--- config.mk ---
export PLATFORM = sky130hd
export DESIGN_NAME = mem_arbiter
export DESIGN_NICKNAME = d
export VERILOG_FILES = /design/src/rtl/mem_arbiter_pkg.sv /design/src/rtl/mem_arbiter_rr_pick.sv /design/src/rtl/mem_arbiter.sv
export SDC_FILE = /design/constraint.sdc
export NUM_CORES = 1
export LEC_CHECK = 0
export BUFFER_PORTS_ARGS = -buffer_cell sky130_fd_sc_hd__buf_2
export CAP_MARGIN = 20
export CORE_UTILIZATION = 47
export DETAILED_ROUTE_END_ITERATION = 10
export MAX_ROUTING_LAYER = met4
export PLACE_DENSITY = 0.8
export SETUP_SLACK_MARGIN = 0.15
export SLEW_MARGIN = 25
export SYNTH_ARGS = -nofsm -noshare
export SYNTH_HDL_FRONTEND = slang
export SYNTH_SLANG_ARGS = --single-unit
--- constraint.sdc ---
create_clock -name clk -period 2.5 [get_ports clk]
set_clock_uncertainty 0.1 [all_clocks]
set_input_delay 0.5 -clock clk [delete_from_list [all_inputs] [get_ports clk]]
set_output_delay 0.5 -clock clk [all_outputs]
set_load 0.02 [all_outputs]
--- src/rtl/mem_arbiter_pkg.sv ---
// Shared definitions for the two-port memory arbiter.
//   state_t       : arbiter FSM states
//   RD_LAT_DEF    : default cycles from read issue to valid memory data
//   WR_LAT_DEF    : default cycles a write occupies the memory after issue
//   PORT0/PORT1   : requester port indices (instruction / data cache)
//   CNT_W         : width of the latency wait counter
package mem_arbiter_pkg;

  typedef enum logic [1:0] {
    ST_IDLE,
    ST_ISSUE,
    ST_WAIT,
    ST_RESP
  } state_t;

  localparam int RD_LAT_DEF = 2;
  localparam int WR_LAT_DEF = 4;

  localparam logic PORT0 = 1'b0;
  localparam logic PORT1 = 1'b1;

  localparam int CNT_W = 3;

endpackage

--- src/rtl/mem_arbiter_rr_pick.sv ---
// rr_pick: 2-way round-robin selector with its own pointer register.
// The pointer names the favoured port; it resets to port 0 and, on each
// accepted grant, moves to the port that was not granted.
//   clk, rst : clock, asynchronous active-low reset
//   req      : request vector, bit i = port i
//   take     : arbiter is ready to accept a grant this cycle
//   valid    : at least one port is requesting
//   sel      : selected port index
module rr_pick
  import mem_arbiter_pkg::*;
(
  input  logic       clk,
  input  logic       rst,
  input  logic [1:0] req,
  input  logic       take,
  output logic       valid,
  output logic       sel
);

  logic ptr;

  assign valid = |req;
  // The favoured port wins if it requests; otherwise the other port does.
  assign sel   = req[ptr] ? ptr : ~ptr;

  // NOTE: sequential state always uses non-blocking assignments so every
  // register samples its inputs from before the clock edge.
  always_ff @(posedge clk or negedge rst) begin
    if (!rst) begin
      ptr <= PORT0;
    end else if (take && valid) begin
      ptr <= ~sel;
    end
  end

endmodule

--- src/rtl/mem_arbiter.sv ---
// mem_arbiter: arbitrates two cache controllers onto one banked memory.
// A requester is granted in IDLE, its operation is issued once the target
// bank (mem_addr[2:1]) is free, the fixed read/write latency is counted
// out, and a one-cycle ack with rdata/err is returned.
//   clk, rst                         : clock, asynchronous active-low reset
//   reqN_rd/wr/addr/wdata            : requester N command (held until ackN)
//   ackN, rdataN, errN               : requester N completion
//   mem_rd, mem_wr                   : one-cycle issue strobes
//   mem_addr, mem_wdata              : latched address / write data
//   mem_data_out, mem_busy, mem_err  : memory read data, bank busy, error
module mem_arbiter
  import mem_arbiter_pkg::*;
#(
  parameter int RD_LAT = RD_LAT_DEF,
  parameter int WR_LAT = WR_LAT_DEF
) (
  input  logic        clk,
  input  logic        rst,
  input  logic        req0_rd,
  input  logic        req0_wr,
  input  logic [15:0] req0_addr,
  input  logic [15:0] req0_wdata,
  output logic        ack0,
  output logic [15:0] rdata0,
  output logic        err0,
  input  logic        req1_rd,
  input  logic        req1_wr,
  input  logic [15:0] req1_addr,
  input  logic [15:0] req1_wdata,
  output logic        ack1,
  output logic [15:0] rdata1,
  output logic        err1,
  output logic        mem_rd,
  output logic        mem_wr,
  output logic [15:0] mem_addr,
  output logic [15:0] mem_wdata,
  input  logic [15:0] mem_data_out,
  input  logic [3:0]  mem_busy,
  input  logic        mem_err
);

  // Read: counter reaches 1 in cycle T+RD_LAT, where data is captured.
  // Write: counter reaches 1 in cycle T+WR_LAT-1, so RESP lands on T+WR_LAT.
  localparam logic [CNT_W-1:0] RD_LOAD = CNT_W'(RD_LAT);
  localparam logic [CNT_W-1:0] WR_LOAD = CNT_W'(WR_LAT - 1);

  state_t           state;
  logic             gnt;
  logic             op_rd;
  logic             op_wr;
  logic [CNT_W-1:0] cnt;
  logic             err_flag;

  logic [1:0] req_vec;
  logic       pick_valid;
  logic       pick_sel;
  logic       op_bad;
  logic       bank_busy;
  logic       issue_go;
  logic       in_resp;

  assign req_vec = {req1_rd | req1_wr, req0_rd | req0_wr};

  rr_pick u_rr_pick (
    .clk   (clk),
    .rst   (rst),
    .req   (req_vec),
    .take  (state == ST_IDLE),
    .valid (pick_valid),
    .sel   (pick_sel)
  );

  // rd and wr together is an illegal command: it never touches memory.
  assign op_bad    = op_rd & op_wr;
  assign bank_busy = mem_busy[mem_addr[2:1]];

  // The strobes are decoded from the state register so they can react to
  // bank busy in the same cycle and pulse exactly in the issue cycle.
  always_comb begin
    // NOTE: every combinational output gets a default first so no path
    // leaves it unassigned, which would infer a latch.
    issue_go = 1'b0;
    if (state == ST_ISSUE && !op_bad && !bank_busy) begin
      issue_go = 1'b1;
    end
  end

  assign mem_rd  = issue_go & op_rd;
  assign mem_wr  = issue_go & op_wr;

  // Errors seen during the RESP cycle itself still count for this ack.
  assign in_resp = (state == ST_RESP);
  assign ack0    = in_resp && (gnt == PORT0);
  assign ack1    = in_resp && (gnt == PORT1);
  assign err0    = ack0 && (err_flag || mem_err);
  assign err1    = ack1 && (err_flag || mem_err);

  always_ff @(posedge clk or negedge rst) begin
    if (!rst) begin
      state     <= ST_IDLE;
      gnt       <= PORT0;
      op_rd     <= 1'b0;
      op_wr     <= 1'b0;
      cnt       <= '0;
      err_flag  <= 1'b0;
      mem_addr  <= '0;
      mem_wdata <= '0;
      rdata0    <= '0;
      rdata1    <= '0;
    end else begin
      case (state)
        ST_IDLE: begin
          err_flag <= 1'b0;
          cnt      <= '0;
          if (pick_valid) begin
            // Command is frozen here; requester changes are ignored until ack.
            gnt       <= pick_sel;
            op_rd     <= (pick_sel == PORT1) ? req1_rd    : req0_rd;
            op_wr     <= (pick_sel == PORT1) ? req1_wr    : req0_wr;
            mem_addr  <= (pick_sel == PORT1) ? req1_addr  : req0_addr;
            mem_wdata <= (pick_sel == PORT1) ? req1_wdata : req0_wdata;
            state     <= ST_ISSUE;
          end
        end

        ST_ISSUE: begin
          if (op_bad) begin
            err_flag <= 1'b1;
            if (gnt == PORT1) rdata1 <= '0;
            else              rdata0 <= '0;
            state <= ST_RESP;
          end else if (!bank_busy) begin
            // This is issue cycle T; mem_err is already sampled from here on.
            err_flag <= err_flag | mem_err;
            if (op_rd) begin
              cnt   <= RD_LOAD;
              state <= ST_WAIT;
            end else if (WR_LOAD == '0) begin
              state <= ST_RESP;
            end else begin
              cnt   <= WR_LOAD;
              state <= ST_WAIT;
            end
          end
        end

        ST_WAIT: begin
          err_flag <= err_flag | mem_err;
          // Counter stops at the last wait cycle and never wraps below zero.
          if (cnt <= CNT_W'(1)) begin
            cnt <= '0;
            if (op_rd) begin
              if (gnt == PORT1) rdata1 <= mem_data_out;
              else              rdata0 <= mem_data_out;
            end
            state <= ST_RESP;
          end else begin
            cnt <= cnt - CNT_W'(1);
          end
        end

        ST_RESP: begin
          err_flag <= 1'b0;
          state    <= ST_IDLE;
        end

        default: state <= ST_IDLE;
      endcase
    end
  end

endmodule
* Yosys cells after proc, flatten, opt, wreduce, memory -nomap -nowiden
Cells that the tools add are included.
** Word-level totals
- Bits in registers :: 74
- Bits in latches :: 0
- Bits in writable memories :: 0
- ROM bits :: 0
- Input port bits :: 91
- Output and inout port bits :: 70
- Logic and storage cells :: 93
- Memories :: 0
** Cells by class
- $add $sub $neg :: 1
- Multipliers :: 0
- Divide/modulo/power cells :: 0
- Magnitude comparators :: 3
- Equal/unequal tests :: 14
- Shift operators :: 0
- Muxes and demuxes :: 35
- Bitwise logic cells :: 9
- Reduce and logical (&&, ||, !) cells :: 20
** Operator list (count)
- $mux 16 :: 12
- $pmux 16 s2 :: 2
- $ne 2x2->1 const B :: 10
- $reduce_and 6->1 :: 2
- $mux 1 :: 10
- $mux 3 :: 3
- $pmux 3 s3 :: 1
- $mux 2 :: 4
- $pmux 2 s4 :: 1
- $logic_and 1x1->1 :: 7
- $reduce_and 3->1 :: 2
- $eq 2x2->1 const B :: 2
- $reduce_or 2->1 :: 2
- $and 1x1->1 :: 3
- $le 3x1->1 const B :: 1
- $lt 2x3->1 const B :: 1
- $ne 3x3->1 const B :: 1
- $not 1->1 :: 3
- $or 1x1->1 :: 3
- $pmux 1 s3 :: 1
- $reduce_bool 3->1 :: 1
- $sub 3x1->3 const B :: 1
- $bmux 1 s2 :: 1
- $eq 2x1->1 const B :: 1
- other kinds (6) :: 7

* Longest topological paths before layout
- Word-level depth :: 6
- Mapped depth :: 7
- Mapped depth without buffers :: 6

* Modules after synthesis
From an unflattened synthesis, not the netlist that was laid out.
** Unflattened totals
- Cell total of the unflattened synthesis :: 311
- Area, all modules :: 3641.0 µm²
** Modules (own cells, without submodules)
- mem_arbiter :: times used 1, cells an instance 305, area each 3589.7 µm², seq. area each 1826.8 µm²
- rr_pick :: times used 1, cells an instance 6, area each 51.3 µm², seq. area each 25.0 µm²

* Worst setup path after synthesis
Ideal clock, no wire load.
- Path type :: register to output
- Start :: register mem_addr[1]
- End :: output mem_rd
- Arrival :: 1538 ps
- Required time :: 1900 ps
- Path slack :: 362 ps
- Cell stages (with the launch flop) :: 4
- Path buffers :: 0
- Cells stage by stage :: dfrtp_1 mux4_1 nor3_1 and2_1
** Between the ends
- Word-level cells in the longest chain between the ends :: 6
** RTL lines
- from (decl) :: line mem_arbiter.sv:35 : output logic [15:0] mem_addr,
- from (signal assigned) :: line mem_arbiter.sv:120 : mem_addr <= (pick_sel == PORT1) ? req1_addr : req0_addr;
- $bmux 1 s2 :: line mem_arbiter.sv:75 : assign bank_busy = mem_busy[mem_addr[2:1]];
- $mux 1 (implied by the code) :: line mem_arbiter.sv:75
- $logic_not 1->1
- $logic_and 1x1->1 :: line mem_arbiter.sv:83 : if (state == ST_ISSUE && !op_bad && !bank_busy) begin
- $mux 1 :: line mem_arbiter.sv:83
- $and 1x1->1 :: line mem_arbiter.sv:88 : assign mem_rd = issue_go & op_rd;
- to (decl) :: line mem_arbiter.sv:33 : output logic mem_rd,
Every way passes these cells. The select of a mux whose other input is x is not followed.

* Final worst setup path
Same ends and word-level chain as after synthesis.

==> reports/metrics.cfg <==
[timing]
min_period_over_period_pct=94.4
final.setup.tns_ns=0
setup_violations=0
rsz0062_at_grt=yes
fmax_mhz=424
setup_ws_ns=0.141
finalCriticalPeriod_ns=2.36
report.final.slew_viol_count=0
worstMarginPinSlew_ns=0.440
slew_headroom_pct=70.7
hold_viol=0

[floorplanning]
dieArea_um2=8100
ios=161
coreArea_um2=7370
placementRows=31
die_h_um=90
die-width_um=90
initial_core_util_pct=49.4

[drt]
met2WireLength_mm=3.94
avgRoutedWirePerCell_um=14.4
antenna_left=0
drt-total-wl_mm=8.23
drt_pass1_iterations=6
via_per_inst=5.07
drt-initial-drc-count=52
routed.top_layer=met4
dr_total_vias=2900
met1_length_mm=3.55
drc_errors=0
wl_met3_um=588

[finish]
finalNonFillerCells=572
layout_commonest_cell=buf_2
areaGrowthSynthToFinish_pct=32.3
multi_input_area_um2=1690
final_cell_mix=buf_2, dfrtp_1, o21ai_0
fillers=597
drive_gt1_share_pct=48.8
fin_util_pct=65.4
seqCellArea_um2=1850
antenna_cells=0
fin_area_um2=4820
fin_nets=566

[job]
drv_cap=0

[power]
ir_worst_vdd_v=0.000657
leakage_nw=2.65
cellPowerDensity_nw_per_um2=1450

[yosys]
synth_seq_cells=74
netlist.area_leader.share_pct=50.9
synth_edf_count=0
async_flop_share_pct=100
ys_types=39
synthFlopType=dfrtp_1
synth_nets=402
syn_inst=304
synthesis.area_um2=3640
synth.area.top_cells=dfrtp_1, mux2i_1, mux2_4
avgSynthCellArea_um2=12.0
synth_warnings=0
yosysTopAreaCell=dfrtp_1
seq_area_frac_synth_pct=50.9

[global_route]
grt_antenna_before_repair=0
grt_overflow=0
grt_pass1_vias=2846
grt_start_max_net_pins=55
grt_pass1_wl_mm=13.6
track_usage_pct=21.7

[cts]
htree_num_levels=3
cts_buffer_depth=2
clk_latency_ns=0.33
cts_tree=yes
path_clk_slew_ns=0.08
cts_inserted_buffers=9
clock-sinks=74
cts-root-buf=clkbuf_8

[setup_path]
reg2reg_slack_ns=0.44
arrival_ns=1.76
worst_ep_required_time_ns=1.90
r2r-start=state[0]
cp-end-kind=output pin
crit_type=reg2out
worstReg2RegEnd=rdata1[0]
start_kind=register
worst-path-max-fanout=2
reg2reg_depth=7

[place]
place_ws_ns=0.111
gp_congestion=0.820
portBuffers=160
dp_hpwl_mm=6.21
place_inst=552
placed_area_um2=4570

[hold_path]
min_to=mem_wdata[8]
min_path_cells=3
hold_path.class=in2reg
hold_path_startpoint=req1_wdata[8]

[outcome]
status=completed

-- per-layer routing --
metal  track usage (%)  vias up
met5                 -        -
met4              7.39        0
met3              5.67       14
met2              34.9      120
met1              26.7     1373
li1                  -     1393
-- worst max path at each step --
stage,cells past startpoint,start,slack [ns],end
final,4,mem_addr[1],0.14,mem_rd
after global placement,5,mem_busy[1],0.14,mem_wr
after CTS,4,mem_addr[1],0.12,mem_rd
after global routing,4,mem_addr[1],0.02,mem_wr
after detailed placement,5,mem_busy[1],0.11,mem_rd
after floorplan,3,mem_addr[1],0.36,mem_rd
-- final cells by class --
class,count,share of cell area (%)
clock buffer,10,2.86
multi-input combinational,207,35.0
clock inverter,6,0.883
inverter,6,0.468
timing repair buffer,170,19.8
tap,99,2.57
sequential,74,38.4
-- timing repair --
action,CTS,global route
hold buffers,1,0
endpoints found under the hold margin,24,0
endpoints found under the setup margin,2,32
resized for setup,5,1
pin swaps,2,2
buffers inserted,1,2
-- worst max-delay path: stages, from the launching register on --
cell     delay [ns]
dfrtp_1        0.39
mux4_2         0.60
nor3_2         0.15
and2_1         0.17
buf_6          0.12
-- cell usage after synthesis, types with 2 or more instances --
master,count
nand2_1,35
inv_1,6
dfrtp_1,74
a21oi_1,3
clkbuf_1,9
nor2_1,3
ha_1,7
a211oi_1,2
mux2_2,13
nand3b_1,2
o21ai_0,37
mux2i_1,36
nor2b_1,4
buf_6,2
mux2_4,20
nand2b_1,3
and2_1,20
o2111ai_4,2
buf_2,6
-- power breakdown --
part           leakage (nW)  switching, mW  internal [mW]
registers             0.951          0.346           1.79
logic                  1.61           2.20           1.81
clock network        0.0882          0.444          0.387
total                  2.65           2.99           3.98
-- stage by stage --
| stage | hold WS, ns | total power [mW] |
|---|---|---|
| 2_1_floorplan | 0.104 | 4.96 |
| 3_3_place_gp | 0.355 | 5.90 |
| 3_5_place_dp | 0.360 | 6.03 |
| 4_1_cts | 0.328 | 6.90 |
| 5_1_grt | 0.340 | 7.45 |
| 6_report | 0.343 | 6.98 |
-- state kept, by name, summed over array words and instances (netlist names) --
register and flops:
gnt 1, state 2, u_rr_pick.ptr 1, rdata1 16, err_flag 1, op_wr 1, mem_wdata 16, mem_addr 16
rdata0 16, cnt 3, op_rd 1
-- kinds of logic after synthesis --
logic type,count (synthesis),synth area share [%]
buffers and inverters,23,2.99
and+or+nand+nor,75,10.9
AOI/OAI and AO/OA,55,9.94
muxes,70,22.9
DFF,74,50.9
adders and majority gates,7,2.41
Power figures use the tool's default switching activity.
